$ cat src/rtl/reg_bus_arbiter.sv
// Round-robin arbiter/sequencer for the shared internal data bus: one oe + one we per transfer cycle.
// Optional turnaround cycle between transfers with different sources: define REG_BUS_TURNAROUND_EN.
module reg_bus_arbiter #(
  parameter int unsigned NREQ = 4,
  parameter int unsigned NSRC = 8,
  parameter int unsigned NDST = 8,
  localparam int unsigned SRC_W = $clog2(NSRC),
  localparam int unsigned DST_W = $clog2(NDST),
  localparam int unsigned PTR_W = $clog2(NREQ)
) (
  input  logic                    clk,
  input  logic                    rst,
  input  logic [NREQ-1:0]         req,
  input  logic [NREQ*SRC_W-1:0]   req_src,
  input  logic [NREQ*DST_W-1:0]   req_dst,
  output logic [NREQ-1:0]         gnt,
  output logic [NSRC-1:0]         oe,
  output logic [NDST-1:0]         we,
  output logic                    err,
  output logic                    busy
);

`ifdef REG_BUS_TURNAROUND_EN
  typedef enum logic [1:0] {IDLE, XFER, TURN} state_t;
`else
  typedef enum logic [1:0] {IDLE, XFER} state_t;
`endif

  state_t             state, state_d;
  logic [PTR_W-1:0]   ptr, ptr_d, ptr_next;
  logic [NREQ-1:0]    gnt_d, cand;
  logic [NSRC-1:0]    oe_d;
  logic [NDST-1:0]    we_d;
  logic               err_d, busy_d;

  logic               found;
  logic [PTR_W-1:0]   win;
  logic [SRC_W-1:0]   win_src;
  logic [DST_W-1:0]   win_dst;

  logic               iss;
  logic [PTR_W-1:0]   iss_w;
  logic [SRC_W-1:0]   iss_src;
  logic [DST_W-1:0]   iss_dst;

`ifdef REG_BUS_TURNAROUND_EN
  logic [SRC_W-1:0]   cur_src, cur_src_d;
  logic [PTR_W-1:0]   pend_w, pend_w_d;
  logic [SRC_W-1:0]   pend_src, pend_src_d;
  logic [DST_W-1:0]   pend_dst, pend_dst_d;
`endif

  // Round-robin search from ptr upward with wrap; the requester granted this cycle is masked.
  always_comb begin
    cand    = req & ~gnt;
    found   = 1'b0;
    win     = '0;
    win_src = '0;
    win_dst = '0;
    for (int unsigned i = 0; i < NREQ; i++) begin
      if (!found && cand[i] && (i >= 32'(ptr))) begin
        found   = 1'b1;
        win     = PTR_W'(i);
        win_src = req_src[i*SRC_W +: SRC_W];
        win_dst = req_dst[i*DST_W +: DST_W];
      end
    end
    for (int unsigned i = 0; i < NREQ; i++) begin
      if (!found && cand[i] && (i < 32'(ptr))) begin
        found   = 1'b1;
        win     = PTR_W'(i);
        win_src = req_src[i*SRC_W +: SRC_W];
        win_dst = req_dst[i*DST_W +: DST_W];
      end
    end
    ptr_next = (win == PTR_W'(NREQ - 1)) ? '0 : win + PTR_W'(1);
  end

  // Next state and next registered outputs.
  always_comb begin
    state_d = state;
    ptr_d   = ptr;
    gnt_d   = '0;
    oe_d    = '0;
    we_d    = '0;
    err_d   = 1'b0;
    busy_d  = 1'b0;
    iss     = 1'b0;
    iss_w   = win;
    iss_src = win_src;
    iss_dst = win_dst;
`ifdef REG_BUS_TURNAROUND_EN
    cur_src_d  = cur_src;
    pend_w_d   = pend_w;
    pend_src_d = pend_src;
    pend_dst_d = pend_dst;
`endif

    unique case (state)
      IDLE: begin
        if (found) begin
          iss     = 1'b1;
          ptr_d   = ptr_next;
          state_d = XFER;
        end
      end
      XFER: begin
        if (found) begin
          ptr_d = ptr_next;
`ifdef REG_BUS_TURNAROUND_EN
          if (win_src != cur_src) begin
            state_d    = TURN;
            busy_d     = 1'b1;
            pend_w_d   = win;
            pend_src_d = win_src;
            pend_dst_d = win_dst;
          end else begin
            iss     = 1'b1;
            state_d = XFER;
          end
`else
          iss     = 1'b1;
          state_d = XFER;
`endif
        end else begin
          state_d = IDLE;
        end
      end
`ifdef REG_BUS_TURNAROUND_EN
      TURN: begin
        iss     = 1'b1;
        iss_w   = pend_w;
        iss_src = pend_src;
        iss_dst = pend_dst;
        state_d = XFER;
      end
`endif
      default: state_d = IDLE;
    endcase

    // Out-of-range indices shift the single bit off the top, leaving that enable vector zero.
    if (iss) begin
      gnt_d  = NREQ'(1) << iss_w;
      oe_d   = NSRC'(1) << iss_src;
      we_d   = NDST'(1) << iss_dst;
      err_d  = (32'(iss_src) >= NSRC) || (32'(iss_dst) >= NDST);
      busy_d = 1'b1;
`ifdef REG_BUS_TURNAROUND_EN
      cur_src_d = iss_src;
`endif
    end
  end

  always_ff @(posedge clk) begin
    if (rst) begin
      state <= IDLE;
      ptr   <= '0;
      gnt   <= '0;
      oe    <= '0;
      we    <= '0;
      err   <= 1'b0;
      busy  <= 1'b0;
`ifdef REG_BUS_TURNAROUND_EN
      cur_src  <= '0;
      pend_w   <= '0;
      pend_src <= '0;
      pend_dst <= '0;
`endif
    end else begin
      state <= state_d;
      ptr   <= ptr_d;
      gnt   <= gnt_d;
      oe    <= oe_d;
      we    <= we_d;
      err   <= err_d;
      busy  <= busy_d;
`ifdef REG_BUS_TURNAROUND_EN
      cur_src  <= cur_src_d;
      pend_w   <= pend_w_d;
      pend_src <= pend_src_d;
      pend_dst <= pend_dst_d;
`endif
    end
  end

endmodule

$ cat config.mk
export PLATFORM = sky130hd
export DESIGN_NAME = reg_bus_arbiter
export DESIGN_NICKNAME = d
export VERILOG_FILES = /design/src/rtl/reg_bus_arbiter.sv
export SDC_FILE = /design/constraint.sdc
export NUM_CORES = 1
export LEC_CHECK = 0
export ABC_AREA = 1
export CORE_ASPECT_RATIO = 1.4
export CORE_UTILIZATION = 45
export CTS_BUF_LIST = sky130_fd_sc_hd__clkbuf_4 sky130_fd_sc_hd__clkbuf_8
export DETAILED_ROUTE_END_ITERATION = 10
export PLACE_DENSITY_LB_ADDON = 0.2
export SLEW_MARGIN = 5
export SYNTH_ARGS = -nofsm -noshare
export SYNTH_HDL_FRONTEND = slang
export SYNTH_SLANG_ARGS = --single-unit
$ cat constraint.sdc
create_clock -name clk -period 1.93 [get_ports clk]
set_input_delay 0.193 -clock clk [delete_from_list [all_inputs] [get_ports clk]]
set_output_delay 0.193 -clock clk [all_outputs]
set_load 0.05 [all_outputs]
Word-level counts from Yosys, hierarchy flattened. Index checks and enable logic that the tools add are counted.

$add $sub $neg: 1. Magnitude comparators: 6. Equality and inequality tests: 3. Shifts and indexed selects: 3. Muxes and demuxes: 34. Bitwise logic cells: 3. Reductions and logical operators: 22.

Operator list (count): $mux 3 (14); $shl 1x3->8 const A (2); $mux 2 (7); $logic_and 1x1->1 (12); $mux 1 (12); $logic_not 1->1 (6); $and 4x4->4 (1); $ge 1x2->1 const A (2); $lt 1x2->1 const A (2); $not 4->4 (1); $pmux 2 s2 (1); $reduce_or 2->1 (2); $shl 1x2->4 const A (1); $add 2x1->2 const B (1); $eq 2x1->1 const B (1); $eq 2x2->1 const B (1); $ge 2x2->1 const A (1); $logic_not 2->1 (1); $lt 2x2->1 const A (1); $ne 2x2->1 const B (1); $reduce_and 2->1 (1); $not 1->1 (1).

Flip-flop bits (word level): 25. Bits of input ports: 30. Output and inout bits: 22. Logic and storage cells: 78.

Logic depth before layout (Yosys ltp). Gate-level depths: netlist of the first run.

Word-level depth: 31. Depth in mapped cells: 13. Mapped depth without buffers: 13.

Worst setup path before layout of the first run. OpenSTA, ideal clock, no wires.

Path type: register -> register. Start: reg gnt[1]. End: reg we[4]. Library setup time: 0.113 ns. Arrival time: 1.703 ns. Slack: 0.114 ns. Stages on the path, launching flop included: 11. Buffers on the path: 1. Path through: dfxtp_1 > inv_1 > nand2_1 > clkbuf_1 > inv_1 > nand3_1 > nor2_1 > nor2_2 > nand2_1 > nand2_2 > nor2_1.

Cells in the longest elaborated chain, start to end: 28.

RTL lines: start: declaration (RTL line 16) `output logic [NREQ-1:0] gnt,`; start signal: assignment (RTL line 172) `gnt <= gnt_d;`; $not 4->4 * (RTL line 55) `cand = req & ~gnt;`; $and 4x4->4 * (RTL line 55); $logic_and 1x1->1 (2 in a row) (RTL line 61) `if (!found && cand[i] && (i >= 32'(ptr))) begin`; $mux 1 (RTL line 61); $logic_not 1->1 (RTL line 61); $logic_and 1x1->1 (2 in a row) (RTL line 61); $mux 1 (RTL line 61); $logic_not 1->1 (RTL line 61); (+9 left out); $mux 1 (RTL line 69) `if (!found && cand[i] && (i < 32'(ptr))) begin`; $logic_not 1->1 (RTL line 69); $logic_and 1x1->1 (2 in a row) (RTL line 69); $mux 1 (RTL line 69); $mux 1 (RTL line 101, 108); $mux 1; $not 1->1 (no source line); $reduce_or 2->1 (no source line); end signal: assignment (RTL line 174) `we <= we_d;`; end: declaration (RTL line 18) `output logic [NDST-1:0] we,`.

Mark *: on every way between the ends. The rest lies on a longest branch, timed or not. A chain may end at the register's enable or synchronous reset.

Worst setup path after layout of the first run.
Start: reg gnt[0]. End: out gnt[0].

No word-level cell between the ends.

==> results.toml, run 1 <==
[die]
die_h_um = 67.4
die_x_um = 48.7
rows = 23
start_util = 0.478
dieArea_um2 = 3290
coreArea_um2 = 2880
io_pins = 52

[timing]
final.min_clock_period_ps = 1740
fmax_mhz = 574
finalSetupTns_ps = 0
setup_slack_ps = 188
worst_pin_slew_ps = 499
setup_viol = 0
relSlewSlack = 0.666
report.final.slew_viol_count = 0
min_period_over_period = 0.902
whs_ps = 517
rsz0062_at_grt = "no"
finalHoldViolCount = 0
fin_skew_ps = 1.63

[clock_tree]
numCtsBuffers = 3
ctsResizeCount = 0
clock_latency_ps = 260
cts_tree = "built"
cts-root-buf = "clkbuf_8"
cts.clk_slew.worst_paths_ps = 80
cts_sinks = 23
post-cts-setup-buffers = 0
clockBufferDepth = 2
cts_hold_buf = 0
htreeDepth = 1

[drt]
wl_per_cell_um = 10.8
initialDrtViolationCount = 61
drtPass1Iterations = 4
drc = 0
ant_nets = 0
vias = 1483
vias_per_cell = 4.78
wl_mm = 3.34

[critical_path]
cp-start-kind = "register"
crit_arrival_ps = 1550
crit_family = "buffers and inverters"
cp-end-kind = "primary output"
cp_slowest_cell = "clkdlybuf4s50_1"
critPathRequiredTime_ps = 1740
crit_fanout = 3
cp_num_buf_inv = 1
crit_chain = "clkdlybuf4s50_1"
cpPeakStageDelay_ps = 840
critical_path_class = "register to primary output"

[power_and_ir_drop]
power.switching_fraction = 0.466
pwr-share-seq = 0.282
p_leak_nw = 1.03
p_per_area_nw_per_um2 = 1070
ir_worst_vdd_mv = 0.699
intPower_w = 0.00116
power.switching_w = 0.00101
pwr-share-comb = 0.583
p_clk_frac = 0.135

[layout]
area_growth_pct = 47.5
fin_nets = 304
stdcell_area_um2 = 2030
multi_input_area_um2 = 767
n_antenna_cell = 0
regArea_um2 = 460
nFillCells = 264
drive_gt1_frac = 0.143
postLayoutCoreUtil = 0.705

[logic_synthesis]
seq_area_frac_synth = 0.335
synth.avg_cell_area_um2 = 6.52
ys_ff_latch = 23
syn_inst = 211
syn_nets = 241
ys_types = 19
yosysWarnings = 0
syn_area_um2 = 1380

[global_route]
grt_overflow = 0
use_met3 = 0.0180
grt_use_met2 = 0.483
antenna_found_initial = 0
use_met1 = 0.212
grt_pass1_wl_mm = 5.69
grt_pass1_vias = 1406
grt_max_degree = 14
gr-max-usage-layer = "met2"
grt.total_usage = 0.226

[place]
post-place-ws_ps = 76.6
hpwl_mm = 2.83
dpl_cell_area_um2 = 1980
portBuffers = 50
gp_congestion = 0.910

[min_path]
hp-class = "register to register"

[outcome]
status = "complete, no violations"

[run]
cap_violations = 0
-- layout make-up --
class                   count  area share
well taps                  37      0.0228
flip-flops and latches     23       0.227
inverters                  33      0.0623
clock inverters             1     0.00247
clock buffers               3      0.0203
multi-input cells         152       0.378
repair buffers             61       0.287
-- synthesized netlist by cell type, drive strengths merged --
| cell type | number | share of area |
|---|---|---|
| o31ai | 1 | 0.0055 |
| buf | 2 | 0.014 |
| conb | 1 | 0.0027 |
| nor2 | 55 | 0.19 |
| inv | 33 | 0.092 |
| clkbuf | 1 | 0.0027 |
| nand4 | 15 | 0.068 |
| nand2 | 52 | 0.17 |
| dfxtp | 23 | 0.33 |
| nand3 | 28 | 0.13 |
-- layer usage --
metal,vias to the layer above,routed length [µm]
met2,40,1870
li1,784,-
met3,9,98
met4,0,95
met1,650,1280
met5,-,0
-- layout by cell type, fill, tap and decap left out, drive strengths merged --
master / Yosys / final
nand2: 52 / 52
clkdlybuf4s50: 0 / 50
o31ai: 1 / 1
nand4: 15 / 15
nor2: 55 / 55
clkbuf: 1 / 3
conb: 1 / 1
dfxtp: 23 / 23
nand3: 28 / 28
inv: 33 / 33
buf: 2 / 11
clkinv: 0 / 1
-- worst paths after layout --
path	startpoint	to	slack [ps]	cells after the start
worst max-delay path	gnt[0]$_SDFF_PP0_	gnt[0]	190	1
worst min-delay path	ptr[0]$_SDFFE_PP0P_	ptr[0]$_SDFFE_PP0P_	520	2
worst max register to register	gnt[2]$_SDFF_PP0_	we[0]$_SDFF_PP0_	320	11
worst min register to register	ptr[0]$_SDFFE_PP0P_	ptr[0]$_SDFFE_PP0P_	520	2
-- sequential cells by signal, summed over array words and instances (netlist names) --
register and flops:
busy 1, oe 8, we 8, gnt 4
ptr 2
-- metrics by stage --
step | total power [W] | std cells
floorplan | 0.00150 | 211
global placement | 0.00187 | 306
detailed placement | 0.00189 | 306
CTS | 0.00217 | 310
global route | 0.00233 | 310
finish | 0.00217 | 310
-- power by group through the flow --
| stage | sequential, W | clock (W) | combinational (W) |
|---|---|---|---|
| 3_3_place_gp | 0.000622 | 0 | 0.00125 |
| 5_1_grt | 0.000624 | 0.000315 | 0.00139 |
| 3_5_place_dp | 0.000625 | 0 | 0.00126 |
| 4_1_cts | 0.000614 | 0.000293 | 0.00127 |
| 6_report | 0.000612 | 0.000293 | 0.00126 |
| 2_1_floorplan | 0.000903 | 0 | 0.000596 |
-- cell families after synthesis --
kind of cell	after synthesis	share of synthesized area
AOI/OAI and AO/OA	1	0.00546
buffers and inverters	36	0.108
DFF	23	0.335
other	1	0.00272
and+or+nand+nor	150	0.549
(Power assumes the default switching activity.)
==> inputs of run 2 (changes only) <==
--- a/config.mk
+++ b/config.mk
@@ -10,6 +10,7 @@
 export CORE_UTILIZATION = 45
 export CTS_BUF_LIST = sky130_fd_sc_hd__clkbuf_4 sky130_fd_sc_hd__clkbuf_8
 export DETAILED_ROUTE_END_ITERATION = 10
+export GPL_ROUTABILITY_DRIVEN = 0
 export PLACE_DENSITY_LB_ADDON = 0.2
 export SLEW_MARGIN = 5
 export SYNTH_ARGS = -nofsm -noshare
==> results.toml, run 2 (synthesis results as in run 1) <==
[outcome]
status = "complete, no violations"

[power_and_ir_drop]
p_leak_nw = 1.02
ir_worst_vdd_mv = 0.626
total_power_w = 0.00216
p_per_area_nw_per_um2 = 1070

[timing]
finalHoldViolCount = 0
worst_pin_slew_ps = 496
finalSetupTns_ps = 0
final.min_clock_period_ps = 1740
relSlewSlack = 0.668
fmax_mhz = 574
rsz0062_at_grt = "no"
setup_viol = 0
whs_ps = 512
fin_skew_ps = 2.10
min_period_over_period = 0.902
report.final.slew_viol_count = 0

[clock_tree]
cts.clk_slew.worst_paths_ps = 80
ctsResizeCount = 0
post-cts-setup-buffers = 0
cts_tree = "built"
cts-root-buf = "clkbuf_8"
numCtsBuffers = 3
cts_hold_buf = 0
clock_latency_ps = 260
cts_sinks = 23
clockBufferDepth = 2
htreeDepth = 1

[min_path]
hp-class = "register to register"
min_from = "ptr[0]$_SDFFE_PP0P_"

[drt]
ant_nets = 0
vias = 1473
wl_mm = 3.34
wl_per_cell_um = 10.8
drc = 0
initialDrtViolationCount = 24
drtPass1Iterations = 4
vias_per_cell = 4.78

[critical_path]
setup.worst_path.end = "gnt[0]"
cpPeakStageDelay_ps = 840
reg2reg_from = "ptr[1]$_SDFFE_PP0P_"
cp_slowest_cell = "clkdlybuf4s50_1"
reg2reg_to = "oe[5]$_SDFF_PP0_"
regToRegSetupSlack_ps = 310
critical_path_class = "register to primary output"
cp-end-kind = "primary output"
cp-start-kind = "register"
crit_chain = "clkdlybuf4s50_1"
critical_path_depth = 1
cp-startpoint = "gnt[0]$_SDFF_PP0_"
crit_arrival_ps = 1550
cp_num_buf_inv = 1
crit_fanout = 3
crit_family = "buffers and inverters"
critPathRequiredTime_ps = 1740
r2r_cells = 11

[layout]
reg_top3 = "oe: 8 flops, we: 8 flops, gnt: 4 flops"
drive_gt1_frac = 0.137
n_antenna_cell = 0
area_growth_pct = 46.4
final_common_cell = "clkdlybuf4s50_1"
multi_input_area_um2 = 767
regArea_um2 = 460
fin_nets = 302
stdcell_area_um2 = 2010
nFillCells = 262
final_cell_mix = "50 x clkdlybuf4s50_1, 48 x nor2_1, 46 x nand2_1, 29 x inv_1, 23 x dfxtp_1"
stdcell_count = 308

[place]
hpwl_mm = 2.79
placed_cells = 304
dpl_cell_area_um2 = 1970
portBuffers = 50

[die]
io_pins = 52
dieArea_um2 = 3290
die_x_um = 48.7
coreArea_um2 = 2880
die_h_um = 67.4
rows = 23
start_util = 0.478

[global_route]
antenna_found_initial = 0
grt_pass1_wl_mm = 5.66
grt_overflow = 0
grt_max_degree = 14
grt.total_usage = 0.224
grt_pass1_vias = 1357

[run]
cap_violations = 0
## run 2: changes by cell type in the layout (fill, tap and decap cells not counted), sizes merged
cell / change
buf: -2
## run 2: worst min-delay path by stage
stage                                to  depth (start not counted)
floorplan           ptr[0]$_SDFFE_PP0P_                          1
global placement    ptr[0]$_SDFFE_PP0P_                          2
detailed placement  ptr[0]$_SDFFE_PP0P_                          2
CTS                 ptr[0]$_SDFFE_PP0P_                          2
global route        ptr[0]$_SDFFE_PP0P_                          2
finish              ptr[0]$_SDFFE_PP0P_                          2
## run 2: metal layers
metal	vias to the layer above	routed length (µm)	track usage
met5	-	0	0
met4	0	93	0.0993
li1	778	-	-
met3	11	86	0.0180
met2	39	1870	0.465
met1	645	1290	0.223
## run 2: through the flow
step	utilization	setup WS, ps
2_1_floorplan	-	114
5_1_grt	0.700	128
6_report	0.700	189
3_5_place_dp	0.684	78.7
4_1_cts	0.700	178
3_3_place_gp	0.684	95.2
## run 2: power by group
part,switching [W],internal (W)
clock network,0.000146,0.000144
logic,0.000817,0.000438
registers,0.0000463,0.000567
## run 2: cell type report
type | count | area share
clock buffer | 3 | 0.0205
sequential | 23 | 0.229
multi-input combinational | 152 | 0.381
tap | 37 | 0.0230
inverter | 33 | 0.0627
clock inverter | 1 | 0.00248
timing repair buffer | 59 | 0.282
